==> config.mk <==
export PLATFORM = sky130hd
export DESIGN_NAME = mmio_bus_arbiter
export DESIGN_NICKNAME = d
export VERILOG_FILES = /design/src/rtl/mmio_pkg.sv /design/src/rtl/rr_pick2.sv /design/src/rtl/mmio_bus_arbiter.sv
export SDC_FILE = /design/constraint.sdc
export NUM_CORES = 1
export LEC_CHECK = 0
export ABC_AREA = 1
export CAP_MARGIN = 25
export CORE_MARGIN = 3
export CORE_UTILIZATION = 45
export DETAILED_ROUTE_END_ITERATION = 10
export DONT_BUFFER_PORTS = 1
export PLACE_DENSITY = 0.58
export SYNTH_ARGS = -nofsm -noshare
export SYNTH_HDL_FRONTEND = slang
export SYNTH_SLANG_ARGS = --single-unit
==> constraint.sdc <==
create_clock -name clk -period 1.52 [get_ports clk]
set_input_delay 0.152 -clock clk [delete_from_list [all_inputs] [get_ports clk]]
set_output_delay 0.152 -clock clk [all_outputs]
set_load 0.005 [all_outputs]
==> src/rtl/mmio_pkg.sv <==
// Shared types and default widths for the two-master MMIO bus arbiter.
package mmio_pkg;

    localparam int MMIO_ADDR_W = 32;
    localparam int MMIO_DATA_W = 32;

    typedef enum logic [1:0] {
        IDLE,
        ISSUE,
        WAIT,
        DONE
    } arb_state_t;

    typedef enum logic {
        OP_RD,
        OP_WR
    } arb_op_t;

endpackage

==> src/rtl/rr_pick2.sv <==
// Two-way round-robin picker; combinational, one-hot grant.
module rr_pick2 (
    input  logic [1:0] req,
    input  logic       last,
    output logic [1:0] gnt
);

    // On a tie the master that was not granted last wins.
    assign gnt[0] = req[0] & (~req[1] | last);
    assign gnt[1] = req[1] & (~req[0] | ~last);

endmodule

==> src/rtl/mmio_bus_arbiter.sv <==
// Arbitrates two MMIO masters onto one IO bus, one transaction per 4 cycles.
module mmio_bus_arbiter
    import mmio_pkg::*;
#(
    parameter int ADDR_W = MMIO_ADDR_W,
    parameter int DATA_W = MMIO_DATA_W
) (
    input  logic              clk,
    input  logic              reset,
    input  logic              m0_cs,
    input  logic              m0_wr,
    input  logic              m0_rd,
    input  logic [ADDR_W-1:0] m0_addr,
    input  logic [DATA_W-1:0] m0_wr_data,
    output logic              m0_ack,
    output logic [DATA_W-1:0] m0_rd_data,
    input  logic              m1_cs,
    input  logic              m1_wr,
    input  logic              m1_rd,
    input  logic [ADDR_W-1:0] m1_addr,
    input  logic [DATA_W-1:0] m1_wr_data,
    output logic              m1_ack,
    output logic [DATA_W-1:0] m1_rd_data,
    output logic              bus_cs,
    output logic              bus_wr,
    output logic              bus_rd,
    output logic [ADDR_W-1:0] bus_addr,
    output logic [DATA_W-1:0] bus_wr_data,
    input  logic [DATA_W-1:0] bus_rd_data
);

    arb_state_t        state_q, state_d;
    arb_op_t           op_q;
    logic              last_q;
    logic [1:0]        req, gnt;
    logic              sel_wr;
    logic [ADDR_W-1:0] sel_addr;
    logic [DATA_W-1:0] sel_wdata;
    logic [DATA_W-1:0] rdata_q, rdata_d;
    logic              bus_cs_q, bus_wr_q, bus_rd_q;
    logic [ADDR_W-1:0] bus_addr_q;
    logic [DATA_W-1:0] bus_wr_data_q;
    logic              m0_ack_q, m1_ack_q;
    logic [DATA_W-1:0] m0_rd_data_q, m1_rd_data_q;

    assign req[0] = m0_cs & (m0_wr | m0_rd);
    assign req[1] = m1_cs & (m1_wr | m1_rd);

    rr_pick2 u_pick (
        .req  (req),
        .last (last_q),
        .gnt  (gnt)
    );

    // Grant is one-hot, so an AND-OR mux selects the winner's request.
    assign sel_wr    = (gnt[0] & m0_wr) | (gnt[1] & m1_wr);
    assign sel_addr  = ({ADDR_W{gnt[0]}} & m0_addr)
                     | ({ADDR_W{gnt[1]}} & m1_addr);
    assign sel_wdata = ({DATA_W{gnt[0]}} & m0_wr_data)
                     | ({DATA_W{gnt[1]}} & m1_wr_data);

    assign rdata_d = (op_q == OP_RD) ? bus_rd_data : rdata_q;

    always_comb begin
        state_d = state_q;
        unique case (state_q)
            IDLE:    if (|req) state_d = ISSUE;
            ISSUE:   state_d = WAIT;
            WAIT:    state_d = DONE;
            DONE:    state_d = IDLE;
            default: state_d = IDLE;
        endcase
    end

    always_ff @(posedge clk) begin
        if (reset) begin
            state_q       <= IDLE;
            last_q        <= 1'b1;
            op_q          <= OP_RD;
            rdata_q       <= '0;
            bus_cs_q      <= 1'b0;
            bus_wr_q      <= 1'b0;
            bus_rd_q      <= 1'b0;
            bus_addr_q    <= '0;
            bus_wr_data_q <= '0;
            m0_ack_q      <= 1'b0;
            m1_ack_q      <= 1'b0;
            m0_rd_data_q  <= '0;
            m1_rd_data_q  <= '0;
        end else begin
            state_q  <= state_d;
            bus_cs_q <= 1'b0;
            bus_wr_q <= 1'b0;
            bus_rd_q <= 1'b0;
            m0_ack_q <= 1'b0;
            m1_ack_q <= 1'b0;
            unique case (state_q)
                IDLE: begin
                    if (|req) begin
                        last_q        <= gnt[1];
                        op_q          <= sel_wr ? OP_WR : OP_RD;
                        bus_addr_q    <= sel_addr;
                        bus_wr_data_q <= sel_wdata;
                        bus_cs_q      <= 1'b1;
                        bus_wr_q      <= sel_wr;
                        bus_rd_q      <= ~sel_wr;
                    end
                end
                WAIT: begin
                    rdata_q <= rdata_d;
                    if (last_q) begin
                        m1_ack_q     <= 1'b1;
                        m1_rd_data_q <= rdata_d;
                    end else begin
                        m0_ack_q     <= 1'b1;
                        m0_rd_data_q <= rdata_d;
                    end
                end
                default: ;
            endcase
        end
    end

    assign bus_cs      = bus_cs_q;
    assign bus_wr      = bus_wr_q;
    assign bus_rd      = bus_rd_q;
    assign bus_addr    = bus_addr_q;
    assign bus_wr_data = bus_wr_data_q;
    assign m0_ack      = m0_ack_q;
    assign m1_ack      = m1_ack_q;
    assign m0_rd_data  = m0_rd_data_q;
    assign m1_rd_data  = m1_rd_data_q;

endmodule

==> results of run 1 <==
-- final cells by class --
cell class,instances,area [µm²]
diodes,1,2.50
clock buffers,23,458
clock inverters,8,73.8
fillers,1353,5690
inverters,78,294
multi-input cells,768,3320
flip-flops and latches,169,3380
well taps,211,264
repair buffers,192,2050
-- metrics by stage --
| step | hold slack (ns) | std cells | instance area [µm²] |
|---|---|---|---|
| after CTS | 0.00845 | 1447 | 9800 |
| after detailed placement | 0.242 | 1255 | 7640 |
| after floorplan | 0.262 | 1094 | 7310 |
| after global routing | 0.0275 | 1449 | 9850 |
| after global placement | 0.240 | 1255 | 7640 |
| final | 0.0212 | 1450 | 9850 |
-- cell usage after synthesis, drive strengths merged --
library cell	n
nand2	428
dfxtp	169
nor2	132
o21ai	98
inv	78
nand4	64
buf	41
clkbuf	38
a31oi	31
nand3	7
a21oi	3
ha	2
nor3	2
o211ai	1
-- cells by family (layout without fill, tap and decap cells) --
family / Yosys count / count (layout) / share of synthesized area [%]
AOI/OAI and AO/OA: 133 / 133 / 9.68
adders and majority gates: 2 / 2 / 0.342
buffers and inverters: 157 / 301 / 8.53
DFF: 169 / 169 / 46.3
other: 0 / 1 / 0
and+or+nand+nor: 633 / 633 / 35.1
-- critical path, cell delays in order, from the launching register on --
cell and delay [ns]:
dfxtp_1 0.29, inv_1 0.09, ha_2 0.24, inv_2 0.07, nor2_4 0.19, buf_4 0.16
clkbuf_16 0.19, a31oi_1 0.09
-- state kept, by name, indices dropped and copies added (netlist names) --
register	cells
m1_rd_data	32
bus_cs	1
state_q	2
m1_ack	1
bus_wr_data	32
bus_wr	1
op_q	1
rdata_q	32
bus_rd	1
m0_ack	1
m0_rd_data	32
bus_addr	32
last_q	1
-- metal layers --
metal	share of wire, %	vias to the layer above	track usage, %
li1	-	3730	-
met1	39	3389	30.9
met2	49	295	44.4
met3	8.6	69	9.67
met4	3.2	2	11.7
met5	0.028	-	0
-- report_power, final --
part	leakage (nW)	internal [mW]	switching, mW
Combinational	3.30	2.08	3.29
Sequential	1.38	5.63	0.900
Clock	0.257	2.28	1.72
-- worst paths after layout --
path	end	slack, ns	cells past startpoint	startpoint
worst max-delay path	m0_rd_data[17]	0.08	7	state_q[0]
worst min-delay path	bus_rd	0.02	3	reset
worst max register to register	m0_rd_data[17]	0.08	7	state_q[0]
worst min register to register	rdata_q[31]	0.48	2	rdata_q[31]
-- layout by cell type, fill, tap and decap left out, types with 3 or more instances in the layout --
master	n
dfxtp_1	169
o21ai_0	73
clkbuf_1	5
nand4_1	64
nand3_1	5
nor2_4	3
a31oi_1	31
dlygate4sd3_1	160
buf_6	3
buf_12	13
inv_2	3
inv_1	74
a21oi_1	3
clkbuf_16	18
clkinv_2	5
o21ai_1	25
buf_4	14
nand2_1	426
nor2_1	129
-- repair_timing --
action | in CTS | in global routing
hold endpoints to repair | 160 | 0
hold buffers | 161 | 0
gates resized for setup | 0 | 5
buffers inserted | 0 | 1
endpoints found under the setup margin | 0 | 65
==> metrics.txt, run 1 <==
status completed; Final Setup Violations 0; synthesized flop and latch total 169; input/output buffers 0; number of global-route vias before repair 7191; HPWL after DPL 15200 µm; arrival time at the worst endpoint 1.75 ns; leading area contributor after synthesis dfxtp_1; global placer's final weighted congestion 0.780; Syn Area/Cell 6.68 µm²; Worst Setup Slack, final 0.0825 ns; largest net degree at the start of global routing 65; Crit Path Category reg2reg; Synth top area share 46.3%; Finished Core Util 63.4%; fraction of layout cells with a size suffix above 1 5.74%; largest cells by area after synthesis dfxtp_1, nand2_1, nor2_1; pre-CTS WS 0.0983 ns; core area 15500 µm²; crit start category register; synthesis-to-layout area growth 34.8%; Final Hold Violating Endpoints 0; maximum buffer depth of the clock tree 2; Die Span X 133 µm; register area share after synthesis 46.3%; Vias 7485; Worst setup EP type register; routed via count divided by cell count 5.16; final WL 24900 µm; Avg WL per Cell 17.2 µm; CTS H-tree depth 4; final worst clock skew 0.0124 ns; Final Slew Violations 0; total CTS buffers 17; root buffer cell clkbuf_16; class of the worst hold path in2reg; max_cap viols 0; number of antenna violations at the first check in global routing 1; Die H 133 µm; fmax 0.696 GHz; PD cells 1610 nW/µm²; Tcrit/Tclk final 94.6%; Ports 301; Slew headroom 64.9%; synthesized instance count 1094; Worst Path Required 1.83 ns; Leak Pwr 4.94 nW; first drt pass iteration count 6; drt drc 0; drt first-iter violations 482; die area 17800 µm²; Yosys cell types 19; Initial Utilization 47.0%; nets 1396; Worst-Skew Late Latency 0.43 ns; TNS Setup 0 ns; clock-pin slew on the worst setup and hold paths 0.06 ns; All-Layer GR Usage 26.7%; RSZ-0062 raised after global routing yes; min Tclk post-route 1.44 ns; YS warnings 0; syn nets 1264; CTS tree built; Overflow after GRT 0; # rows 45; PnR Total Power 15.9 mW; first-pass GRT wire length 38400 µm; Peak VDD IR 0.909 mV; Final ANT Viol Nets 0; clock tree sinks 169; crit-path max FO 22; Tightest Pin Transition 0.526 ns; Cell Area, Synth 7310 µm²
(Power assumes the default switching activity.)
==> run 2: changes to the inputs <==
--- a/config.mk
+++ b/config.mk
@@ -11,7 +11,6 @@
 export CORE_UTILIZATION = 45
 export DETAILED_ROUTE_END_ITERATION = 10
 export DONT_BUFFER_PORTS = 1
-export PLACE_DENSITY = 0.58
 export SYNTH_ARGS = -nofsm -noshare
 export SYNTH_HDL_FRONTEND = slang
 export SYNTH_SLANG_ARGS = --single-unit
==> run 2 against run 1 <==
Compared with the run above: clock power increased by 16%; first-iteration DRC count decreased by 0.83%; sequential share of layout area decreased by 0.28 points; fmax decreased by 0.85%; power increased by 3.8%; final cell count increased by 0.62%; design area increased by 0.81%; die area unchanged; via count decreased by 0.27%; largest power group unchanged; critical path type unchanged.
==> metrics.txt, run 2 (synthesized netlist as in run 1, its figures left out) <==
status completed; Tightest Pin Transition 0.433 ns (-0.0926 ns); max_cap viols 0 (unchanged); fin area 9930 µm² (+0.81%); RSZ-0062 raised after global routing yes; HPWL after DPL 15600 µm (+2.5%); commonest cells after routing, fill and taps aside nand2_1, dfxtp_1, dlygate4sd3_1, nor2_1, inv_1; Final ANT Viol Nets 0 (unchanged); global placer's final weighted congestion 0.818 (+5.0%); Final Setup Violations 0 (unchanged); crit-path max FO 19 (-14%); crit start category register; Ports 301 (unchanged); largest net degree at the start of global routing 65 (unchanged); Top delay family on crit path buffers and inverters; drt drc 0 (unchanged); Overflow after GRT 0 (unchanged); CTS H-tree depth 4 (unchanged); Placed Area 7630 µm² (about the same); class of the worst hold path in2reg; root buffer cell clkbuf_16; total CTS buffers 17 (unchanged); final WL 24600 µm (-1.5%); drt first-iter violations 478 (-0.83%); number of global-route vias before repair 7215 (+0.33%); WHS Path Cells 4 (+1); first drt pass iteration count 5 (-1); WP depth 7 (unchanged); final worst clock skew 0.0114 ns (-0.00101 ns); maximum buffer depth of the clock tree 2 (unchanged); clock tree sinks 169 (unchanged); synthesis-to-layout area growth 35.9%; CP peak stage delay 0.30 ns (about the same); clock-pin slew on the worst setup and hold paths 0.06 ns (about the same); die area 17800 µm² (unchanged); Critical-path top delay cell dfxtp_1; Worst Path Required 1.83 ns (about the same); Vias 7465 (-0.27%); number of antenna violations at the first check in global routing 2 (+1); Die H 133 µm (unchanged); CTS tree built; Worst Setup Slack, final 0.0701 ns (-0.0124 ns); Slew headroom 71.1% (+6.2 points); Worst-Skew Late Latency 0.43 ns (about the same); crit path cell chain inv_1 -> ha_2 -> inv_2 -> nor2_4 -> buf_4 -> clkbuf_16 -> a31oi_1; Avg WL per Cell 16.8 µm (-2.1%); Initial Utilization 47.0% (unchanged); sum of buffers and inverters on the critical path 4 (unchanged); pre-CTS WS 0.112 ns (+0.0140 ns); All-Layer GR Usage 26.5% (-0.20 points); Peak VDD IR 0.923 mV (+1.5%); cell depth of the worst flop-to-flop path 7 (unchanged); origin of the worst setup path state_q[0]; r2r startpoint state_q[0]; nets 1404 (+0.57%); hold_ws 0.0311 ns (+0.00989 ns); Hold Startpoint m1_wr_data[21]; fraction of layout cells with a size suffix above 1 6.66% (+0.92 points); Crit Path Category reg2reg; # rows 45 (unchanged); fmax 0.690 GHz (-0.85%); Tcrit/Tclk final 95.4% (+0.81 points); fill cell count 1368 (+1.1%); PD cells 1660 nW/µm² (+3.0%); routed via count divided by cell count 5.12 (-0.88%); most common cell after layout, fill and taps aside nand2_1; arrival time at the worst endpoint 1.76 ns (about the same); first-pass GRT wire length 38200 µm (-0.65%); min Tclk post-route 1.45 ns (+0.0124 ns); Final Slew Violations 0 (unchanged); input/output buffers 0 (unchanged); Leak Pwr 4.99 nW (+1.2%); Die Span X 133 µm (unchanged); Final Hold Violating Endpoints 0 (unchanged); core area 15500 µm² (unchanged); Worst setup EP type register
run 2: changes by cell type in the layout (fill, tap and decap cells not counted), moves of 2 or more:
cell / before / now
bufinv_16: 1 / 4
buf_12: 13 / 7
buf_6: 3 / 1
buf_4: 14 / 31
clkbuf_1: 5 / 2
run 2: worst register-to-register path: stages, from the launching register on:
cell	delay, ns
dfxtp_1	0.30
inv_1	0.13
ha_2	0.25
inv_2	0.07
nor2_4	0.18
buf_4	0.15
clkbuf_16	0.17
a31oi_1	0.09
run 2: final timing paths:
kind | endpoint | slack [ns]
setup / recovery | m0_rd_data[19] | 0.07
hold / removal | bus_wr_data[21] | 0.03
hold reg to reg | m0_rd_data[10] | 0.48
setup reg to reg | m0_rd_data[19] | 0.07
run 2: report_power, final:
group          internal [mW]  switching [mW]
registers               5.63           0.901
clock network           2.84            1.79
logic                   2.07            3.27
total                   10.5            5.96
run 2: repair_timing:
item | CTS | global route
hold endpoints to repair | 160 | 0
buffers inserted | 0 | 1
setup endpoints to repair | 0 | 30
hold buffers | 160 | 0
gates resized for setup | 0 | 3
run 2: final cells by class:
class	count	area, µm²	share of cell area (%)
flip-flops and latches	169	3380	34.1
multi-input cells	768	3330	33.5
repair buffers	200	2030	20.4
clock buffers	21	460	4.64
inverters	78	294	2.96
well taps	211	264	2.66
clock inverters	11	169	1.70
diodes	1	2.50	0.0252
run 2: per-stage QoR:
| stage | TNS (ns) | utilization, % | instances | power, mW |
|---|---|---|---|---|
| floorplan | 0 | - | 1094 | 9.78 |
| global placement | 0 | 49.1 | 1264 | 11.3 |
| detailed placement | 0 | 49.1 | 1264 | 11.4 |
| CTS | 0 | 63.6 | 1456 | 16.5 |
| global route | -0.186 | 63.9 | 1459 | 17.6 |
| finish | 0 | 63.9 | 1459 | 16.5 |
run 2: per-layer routing:
layer	GRT usage, %	wire length, µm
met3	9.55	2220
met5	0	13
met1	30.1	9700
met4	12.3	940
met2	44.5	11700
